### config.mk
export PLATFORM = sky130hd
export DESIGN_NAME = mem_port_arbiter
export DESIGN_NICKNAME = d
export VERILOG_FILES = /design/src/rtl/mem_port_arbiter.sv
export SDC_FILE = /design/constraint.sdc
export NUM_CORES = 1
export LEC_CHECK = 0
export ABC_CLOCK_PERIOD_IN_PS = 11400
export BUFFER_PORTS_ARGS = -buffer_cell sky130_fd_sc_hd__buf_2
export CAP_MARGIN = 20
export CORE_MARGIN = 2
export CORE_UTILIZATION = 45
export DETAILED_ROUTE_END_ITERATION = 6
export PLACE_DENSITY = 0.88
export SLEW_MARGIN = 15
export SYNTH_ARGS = -nofsm -noshare
export SYNTH_HDL_FRONTEND = slang
export SYNTH_SLANG_ARGS = --single-unit
### constraint.sdc
create_clock -name clk -period 11.4 [get_ports clk]
set_input_delay 1.14 -clock clk [delete_from_list [all_inputs] [get_ports clk]]
set_output_delay 1.14 -clock clk [all_outputs]
set_load 0.005 [all_outputs]
### src/rtl/mem_port_arbiter.sv
// Round-robin arbiter sharing one external memory bus between the IF fetch port and the DM data port.
// One transaction in flight at a time: req/gnt request phase, then an rvalid response phase.
module mem_port_arbiter #(
  parameter int ADDR_W = 32,
  parameter int DATA_W = 32
) (
  input  logic                clk,
  input  logic                reset,
  input  logic                if_req,
  input  logic [ADDR_W-1:0]   if_addr,
  input  logic                if_kill,
  output logic [DATA_W-1:0]   if_rdata,
  output logic                if_done,
  input  logic                dm_req,
  input  logic                dm_we,
  input  logic [DATA_W/8-1:0] dm_be,
  input  logic [ADDR_W-1:0]   dm_addr,
  input  logic [DATA_W-1:0]   dm_wdata,
  output logic [DATA_W-1:0]   dm_rdata,
  output logic                dm_done,
  output logic                bus_req,
  output logic                bus_we,
  output logic [DATA_W/8-1:0] bus_be,
  output logic [ADDR_W-1:0]   bus_addr,
  output logic [DATA_W-1:0]   bus_wdata,
  input  logic                bus_gnt,
  input  logic                bus_rvalid,
  input  logic [DATA_W-1:0]   bus_rdata,
  output logic                stall_f,
  output logic                stall_m
);
  typedef enum logic [1:0] {S_IDLE, S_ISSUE, S_WAIT, S_DONE} state_t;

  state_t state, state_nx;
  logic   owner;   // 1 = DM owns the current transaction
  logic   last;    // 1 = DM was granted last
  logic   killed;
  logic   if_vld, pick_dm, grant, kill_own;

  assign if_vld   = if_req & ~if_kill;
  assign grant    = dm_req | if_vld;
  // On a tie the side that was not granted last wins
  assign pick_dm  = dm_req & (~if_vld | ~last);
  assign kill_own = ~owner & if_kill;

  always_ff @(posedge clk or posedge reset) begin
    if (reset) state <= S_IDLE;
    else       state <= state_nx;
  end

  always_comb begin
    state_nx = state;
    case (state)
      S_IDLE:  if (grant) state_nx = S_ISSUE;
      S_ISSUE: begin
        if (bus_gnt)       state_nx = S_WAIT;
        else if (kill_own) state_nx = S_IDLE;
      end
      S_WAIT:  if (bus_rvalid) state_nx = (killed | kill_own) ? S_IDLE : S_DONE;
      S_DONE:  state_nx = S_IDLE;
      default: state_nx = S_IDLE;
    endcase
  end

  always_comb begin
    bus_req = (state == S_ISSUE);
    if_done = (state == S_DONE) & ~owner;
    dm_done = (state == S_DONE) & owner;
  end

  always_ff @(posedge clk or posedge reset) begin
    if (reset) begin
      owner     <= 1'b0;
      last      <= 1'b0;
      killed    <= 1'b0;
      bus_we    <= 1'b0;
      bus_be    <= '0;
      bus_addr  <= '0;
      bus_wdata <= '0;
      if_rdata  <= '0;
      dm_rdata  <= '0;
    end else begin
      case (state)
        S_IDLE: if (grant) begin
          owner     <= pick_dm;
          last      <= pick_dm;
          killed    <= 1'b0;
          bus_addr  <= pick_dm ? dm_addr : if_addr;
          bus_we    <= pick_dm & dm_we;
          bus_be    <= pick_dm ? dm_be : '1;
          bus_wdata <= pick_dm ? dm_wdata : '0;
        end
        // A kill coinciding with gnt lets the access go out but discards its response
        S_ISSUE: if (bus_gnt) killed <= kill_own;
        S_WAIT: begin
          if (kill_own) killed <= 1'b1;
          if (bus_rvalid && !(killed || kill_own)) begin
            if (!owner)       if_rdata <= bus_rdata;
            else if (!bus_we) dm_rdata <= bus_rdata;
          end
        end
        default: ;
      endcase
    end
  end

  assign stall_f = ~reset & if_req & ~if_kill & ~if_done;
  assign stall_m = ~reset & dm_req & ~dm_done;
endmodule

==> summary.txt, run 1 <==
Yosys warns = 0
Hold_ws = 0.485 ns
Crit path top cell by count = buf_2
Fin. max-slew vios = 0
Longest Clk Path Bufs = 2
Hold_sp = dm_rdata[22]
Setup bufs post-CTS = 0
Placement Setup Slack = 8.33 ns
Mapped Avg Cell Area = 12.8 um^2
Layout Nets = 861
Netlist cell types = 32
Remaining DRCs = 0
Number of synthesized flops with an enable pin = 0
Crit Path Class = in -> out
GP Congestion = 0.778
First-pass DRT Iterations = 4
Grt met2 use = 0.392
Final Cycle Share = 0.270
Met1 usage = 0.271
Overflow after GRT = 0
Clock Skew = 0.00587 ns
Most frequent cell after synthesis = dfrtp_1
Crit end category = output port
Synth cell count leaders = 137 x dfrtp_1, 65 x a21oi_1, 36 x nand2_1
Reg2reg setup slack = 9.04 ns
Area growth from synthesis to final layout = 37.8%
Met3 usage = 0.0847
I/O Pins = 278
Share of the synthesized area in the top cell type = 0.608
CP Buf/Inv Count = 2
WL final = 15400 um
# hold bufs at CTS = 0
Max Freq = 324 MHz
Initial antenna violation count = 1
Min cycle time layout = 3.08 ns
Core area = 12100 um^2
Largest net degree at the start of global routing = 77
Crit-path max FO = 4
Die H = 116 um
Ys flop type = dfrtp_1
Top cells by area, synth = dfrtp_1 61%, mux2_4 8.0%, mux2_2 6.0%
Initial DRC Count = 358
CTS tree = built
CP arrival = 1.94 ns
RSZ-0062 raised after global routing = false
Synth Cell Area = 5640 um^2
CTS H-Tree Depth = 4
CTS buffer count = 17
Post-CTS resize count = 0
Worst vdd ir = 149 uV
CTS clock-pin slew for the worst setup and hold paths = 0.06 ns
MaxCap Viol Count = 0
Total track usage = 0.229
Die Wd = 116 um
Post-synth top area cell = dfrtp_1
Cell count after synthesis = 441
Critical Path Source = if_kill
Register area share after synthesis = 0.608
Starting Density = 0.466
Critical-path cell list = buf_2, nor2b_1, nor3b_1, buf_2
Reg-to-reg startpoint = state[0]
Port Buf Inserts = 277
Mapped Nets = 588
Row cnt = 40
Busiest grt layer = met2
Final setup fails = 0
Register bit total from synthesis = 137
Clock sink total = 137
Max incr delay on CP = 0.30 ns
CP Launch Type = primary input
Fin Setup TNS = 0 ns
Leak = 4.13 nW
Outcome = finished clean
Wire per inst = 17.3 um
DP HPWL = 11000 um
Vias in the first global route = 4498
Crit-path leading delay family = simple AND/OR/NAND/NOR gates
Final instance area = 7770 um^2
Clock Latency Late Sink = 0.41 ns
PwrDens = 261 nW/um^2
Worst Hold Class = reg -> reg
Power Total = 2.03 mW
Placed instance area = 7140 um^2
Worst EP required = 10.26 ns
Die ar. = 13400 um^2
CTS root buf = clkbuf_16
Worst slew margin = 0.275
Vias per cell = 5.09
First-pass GRT wire length = 23200 um
Layout cell share with drive strength beyond 1 = 0.517
Vias = 4545
Final ANT Viol Nets = 0
Critical path's slowest cell = nor2b_1
Async SR Flop Fraction = 1.00
Fin. Hold Viols = 0
PnR worst setup slack = 8.32 ns
Worst-Margin Slew = 1.09 ns
==> worst register-to-register path, delay by kind of cell (launching register included) <==
| family | cells | cell delay, ns |
|---|---|---|
| muxes | 1 | 0.44 |
| and+or+nand+nor | 1 | 0.98 |
| buffers and inverters | 1 | 0.16 |
| adders and majority gates | 1 | 0.25 |
| DFF | 1 | 0.41 |
==> cell usage in the layout (no fill, tap or decap), drive strengths merged, types with 3 or more instances in the layout <==
cell	Yosys	layout
a21oi	65	65
nand2	36	36
ha	7	7
mux2	65	65
bufinv	0	5
nor2	34	34
o22a	4	4
dfrtp	137	137
nor3b	3	3
clkbuf	7	21
buf	22	283
a22o	33	33
inv	6	6
nor2b	4	4
==> layer usage <==
layer	routed length (um)	vias up
li1	-	2096
met1	6170	2225
met2	7790	211
met3	1360	13
met4	127	0
met5	0	-
==> cell type report <==
cell class / instances / area [um^2]
Fill cell: 923 / 4340
Sequential cell: 137 / 3430
Multi-Input combinational cell: 269 / 2040
Timing Repair Buffer: 283 / 1440
Clock buffer: 21 / 450
Tap cell: 168 / 210
Clock inverter: 8 / 171
Inverter: 6 / 27.5
Antenna cell: 1 / 2.50
==> flip-flops by register name (all words and copies together), names as in the netlist <==
| name | flops |
|---|---|
| bus_be | 4 |
| dm_rdata | 32 |
| bus_addr | 32 |
| killed | 1 |
| last | 1 |
| bus_we | 1 |
| bus_wdata | 32 |
| if_rdata | 32 |
| state | 2 |
==> cells by family after synthesis <==
family          after synthesis  synth area share
flops                       137             0.608
fa+ha+maj                     7            0.0155
mux                          67             0.153
simple gates                 86            0.0652
buf+inv                      35            0.0328
compound gates              109             0.125
==> path summary, 6_finish.rpt <==
kind                                 endpoint  depth (start not counted)
worst max-delay path                  stall_f                          4
worst min-delay path             dm_rdata[22]                          1
max in group asynchronous         if_rdata[2]                          3
min in group asynchronous       bus_wdata[27]                          2
worst min register to register   dm_rdata[22]                          1
worst max register to register   if_rdata[28]                          4
==> where the power goes <==
| part | total [mW] | internal [mW] | leakage (nW) | switching, mW |
|---|---|---|---|---|
| registers | 0.797 | 0.683 | 1.71 | 0.114 |
| logic | 0.648 | 0.338 | 2.12 | 0.310 |
| clock network | 0.583 | 0.390 | 0.299 | 0.192 |
| total | 2.03 | 1.41 | 4.13 | 0.616 |
==> through the flow <==
| step | instances | util |
|---|---|---|
| after floorplan | 441 | - |
| after global routing | 893 | 0.641 |
| after global placement | 862 | 0.589 |
| after CTS | 892 | 0.641 |
| final | 893 | 0.641 |
| after detailed placement | 863 | 0.590 |
Power figures use the tool's default switching activity.
==> run 2: changes to the inputs <==
- ABC_CLOCK_PERIOD_IN_PS: 11400 -> 2700
- CORE_UTILIZATION: 45 -> 42
- PLACE_DENSITY: 0.88 -> 0.86
- clock period: 11.4 -> 2.7 ns (I/O delays scaled with it)
==> run 2 against run 1 <==
Wire length fell by 4.1%. Utilization shrank 4.8 points. Clock skew about the same. Sequential share of layout area down 0.35 points. Via count fell by 0.31%. Power grew to 4.2 times the previous value. Final area increased by 0.79%. Critical path depth rose by 2. Count of clock-buffer cells in the layout decreased by 2. Critical endpoint is now dm_rdata[8].
==> summary.txt, run 2 (synthesis results as in run 1) <==
Outcome = finished clean
Post-CTS resize count = 0 (unchanged)
CTS root buf = clkbuf_16
Longest Clk Path Bufs = 2 (unchanged)
Commonest non-fill, non-tap cell in the layout = buf_2
# hold bufs at CTS = 1 (+1)
Port Buf Inserts = 277 (unchanged)
Die ar. = 14400 um^2 (+6.9%)
Area of the multi-input gates = 2040 um^2 (about the same)
Row cnt = 42 (+5.0%)
Leak = 4.15 nW (+0.47%)
Vias in the first global route = 4574 (+1.7%)
DP HPWL = 10300 um (-5.9%)
CTS clock-pin slew for the worst setup and hold paths = 0.06 ns (about the same)
CP arrival = 2.16 ns (+0.22 ns)
Vias = 4531 (-0.31%)
Finished Core Util = 0.594 (-0.0478)
Reg2reg setup slack = 0.83 ns (-8.21 ns)
Final Non-Filler Cells = 908 (+1.7%)
Placed instance area = 7190 um^2 (+0.68%)
Min cycle time layout = 1.87 ns
Critical-path cell list = inv_1, ha_1, nor2b_1, nand4_1, buf_4, mux2_2
Vias per cell = 4.99 (-2.0%)
Core area = 13200 um^2 (+8.9%)
Hold Path End = bus_be[0]
GP Congestion = 0.761 (-2.2%)
Max Freq = 533 MHz
Hold_sp = dm_be[0]
First-pass GRT wire length = 23100 um (-0.42%)
Final instance area = 7830 um^2 (+0.79%)
Fin. Hold Viols = 0 (unchanged)
PnR worst setup slack = 0.826 ns (-7.49 ns)
Setup bufs post-CTS = 0 (unchanged)
Sequential cell area = 3430 um^2 (unchanged)
R2R depth = 6 (+2)
CTS buffer count = 17 (unchanged)
RSZ-0062 raised after global routing = false
Final Cycle Share = 0.694
Reg-to-reg startpoint = state[0]
Wire per inst = 16.3 um (-5.7%)
Clock Skew = 0.00628 ns (+0.000407 ns)
Critical path's slowest cell = dfrtp_1
I/O Pins = 278 (unchanged)
Starting Density = 0.428 (-0.0381)
Power Total = 8.52 mW (+320%)
Hold depth = 2 (+1)
WL final = 14800 um (-4.1%)
Final setup fails = 0 (unchanged)
Fin Setup TNS = 0 ns (unchanged)
PwrDens = 1090 nW/um^2 (+320%)
Clock Latency Late Sink = 0.41 ns (about the same)
Initial antenna violation count = 1 (unchanged)
Most frequent cells in the layout = 277 x buf_2, 137 x dfrtp_1, 65 x a21oi_1
Final ANT Viol Nets = 0 (unchanged)
Crit-path max FO = 32 (+28)
Fillers = 1075 (+16%)
Worst Hold Class = in -> reg
Fin. max-slew vios = 0 (unchanged)
Crit end category = flip-flop
Overflow after GRT = 0 (unchanged)
Hold_ws = 0.0701 ns (-0.415 ns)
Die H = 120 um (+3.4%)
Largest net degree at the start of global routing = 125 (+62%)
Initial DRC Count = 311 (-13%)
Terminus of the critical flop-to-flop path = dm_rdata[8]
Worst slew margin = 0.546 (+0.271)
Die Wd = 120 um (+3.4%)
CTS tree = built
Layout cell share with drive strength beyond 1 = 0.520 (+0.00326)
Placed cell count = 874 (+1.3%)
First-pass DRT Iterations = 5 (+1)
Total track usage = 0.205 (-0.0238)
CP Launch Type = flip-flop
CTS H-Tree Depth = 4 (unchanged)
Placement Setup Slack = 0.839 ns (-7.49 ns)
Worst-Margin Slew = 0.682 ns (-0.406 ns)
Clock sink total = 137 (unchanged)
MaxCap Viol Count = 0 (unchanged)
Area growth from synthesis to final layout = 38.9%
Layout Nets = 865 (+0.46%)
Crit Path Class = reg -> reg
Max incr delay on CP = 0.39 ns (+0.09 ns)
Remaining DRCs = 0 (unchanged)
Worst EP required = 2.99 ns (-7.27 ns)
Worst vdd ir = 506 uV (+240%)
-- run 2: cell count changes in the layout (fill, tap and decap cells not counted), moves of 2 or more --
cell,previous run,this run
buf_12,0,2
buf_4,5,7
clkinv_4,1,3
clkinvlp_4,1,3
inv_6,1,3
-- run 2: how the worst max path moves through the flow --
stage             start           end  slack (ns)  depth (start not counted)
6_report       state[0]   dm_rdata[8]        0.83                          6
5_1_grt        state[0]   dm_rdata[4]        0.73                          6
4_1_cts        state[0]  dm_rdata[18]        0.83                          6
3_5_place_dp   state[0]   dm_rdata[4]        0.84                          6
3_3_place_gp   state[0]   dm_rdata[3]        0.89                          6
2_1_floorplan     reset   bus_addr[0]        0.72                          1
-- run 2: area by class of cell --
cell class | instances | share of cell area
Antenna cell | 1 | 0.000320
Clock buffer | 19 | 0.0553
Clock inverter | 13 | 0.0246
Inverter | 6 | 0.00336
Multi-Input combinational cell | 269 | 0.260
Sequential cell | 137 | 0.438
Tap cell | 176 | 0.0281
Timing Repair Buffer | 287 | 0.190
-- run 2: per-layer routing --
metal  wire, um  global-route usage
met1       6310               0.261
met2       7100               0.332
met4        201              0.0662
met3       1200              0.0680
met5          0                   0
-- run 2: worst max-delay path, delay by kind of cell (launching register included) --
family	cells	cell delay, ns
adder cells (fa/ha/maj)	1	0.23
flip-flops	1	0.39
buffers and inverters	2	0.51
multiplexers	1	0.39
AND/OR/NAND/NOR	2	0.21
-- run 2: report_power, final --
group | leakage, nW | internal, mW | switching (mW) | total, mW
Clock | 0.299 | 1.56 | 0.892 | 2.45
Sequential | 1.71 | 2.88 | 0.473 | 3.36
Combinational | 2.14 | 1.44 | 1.28 | 2.72
Total | 4.15 | 5.88 | 2.65 | 8.52
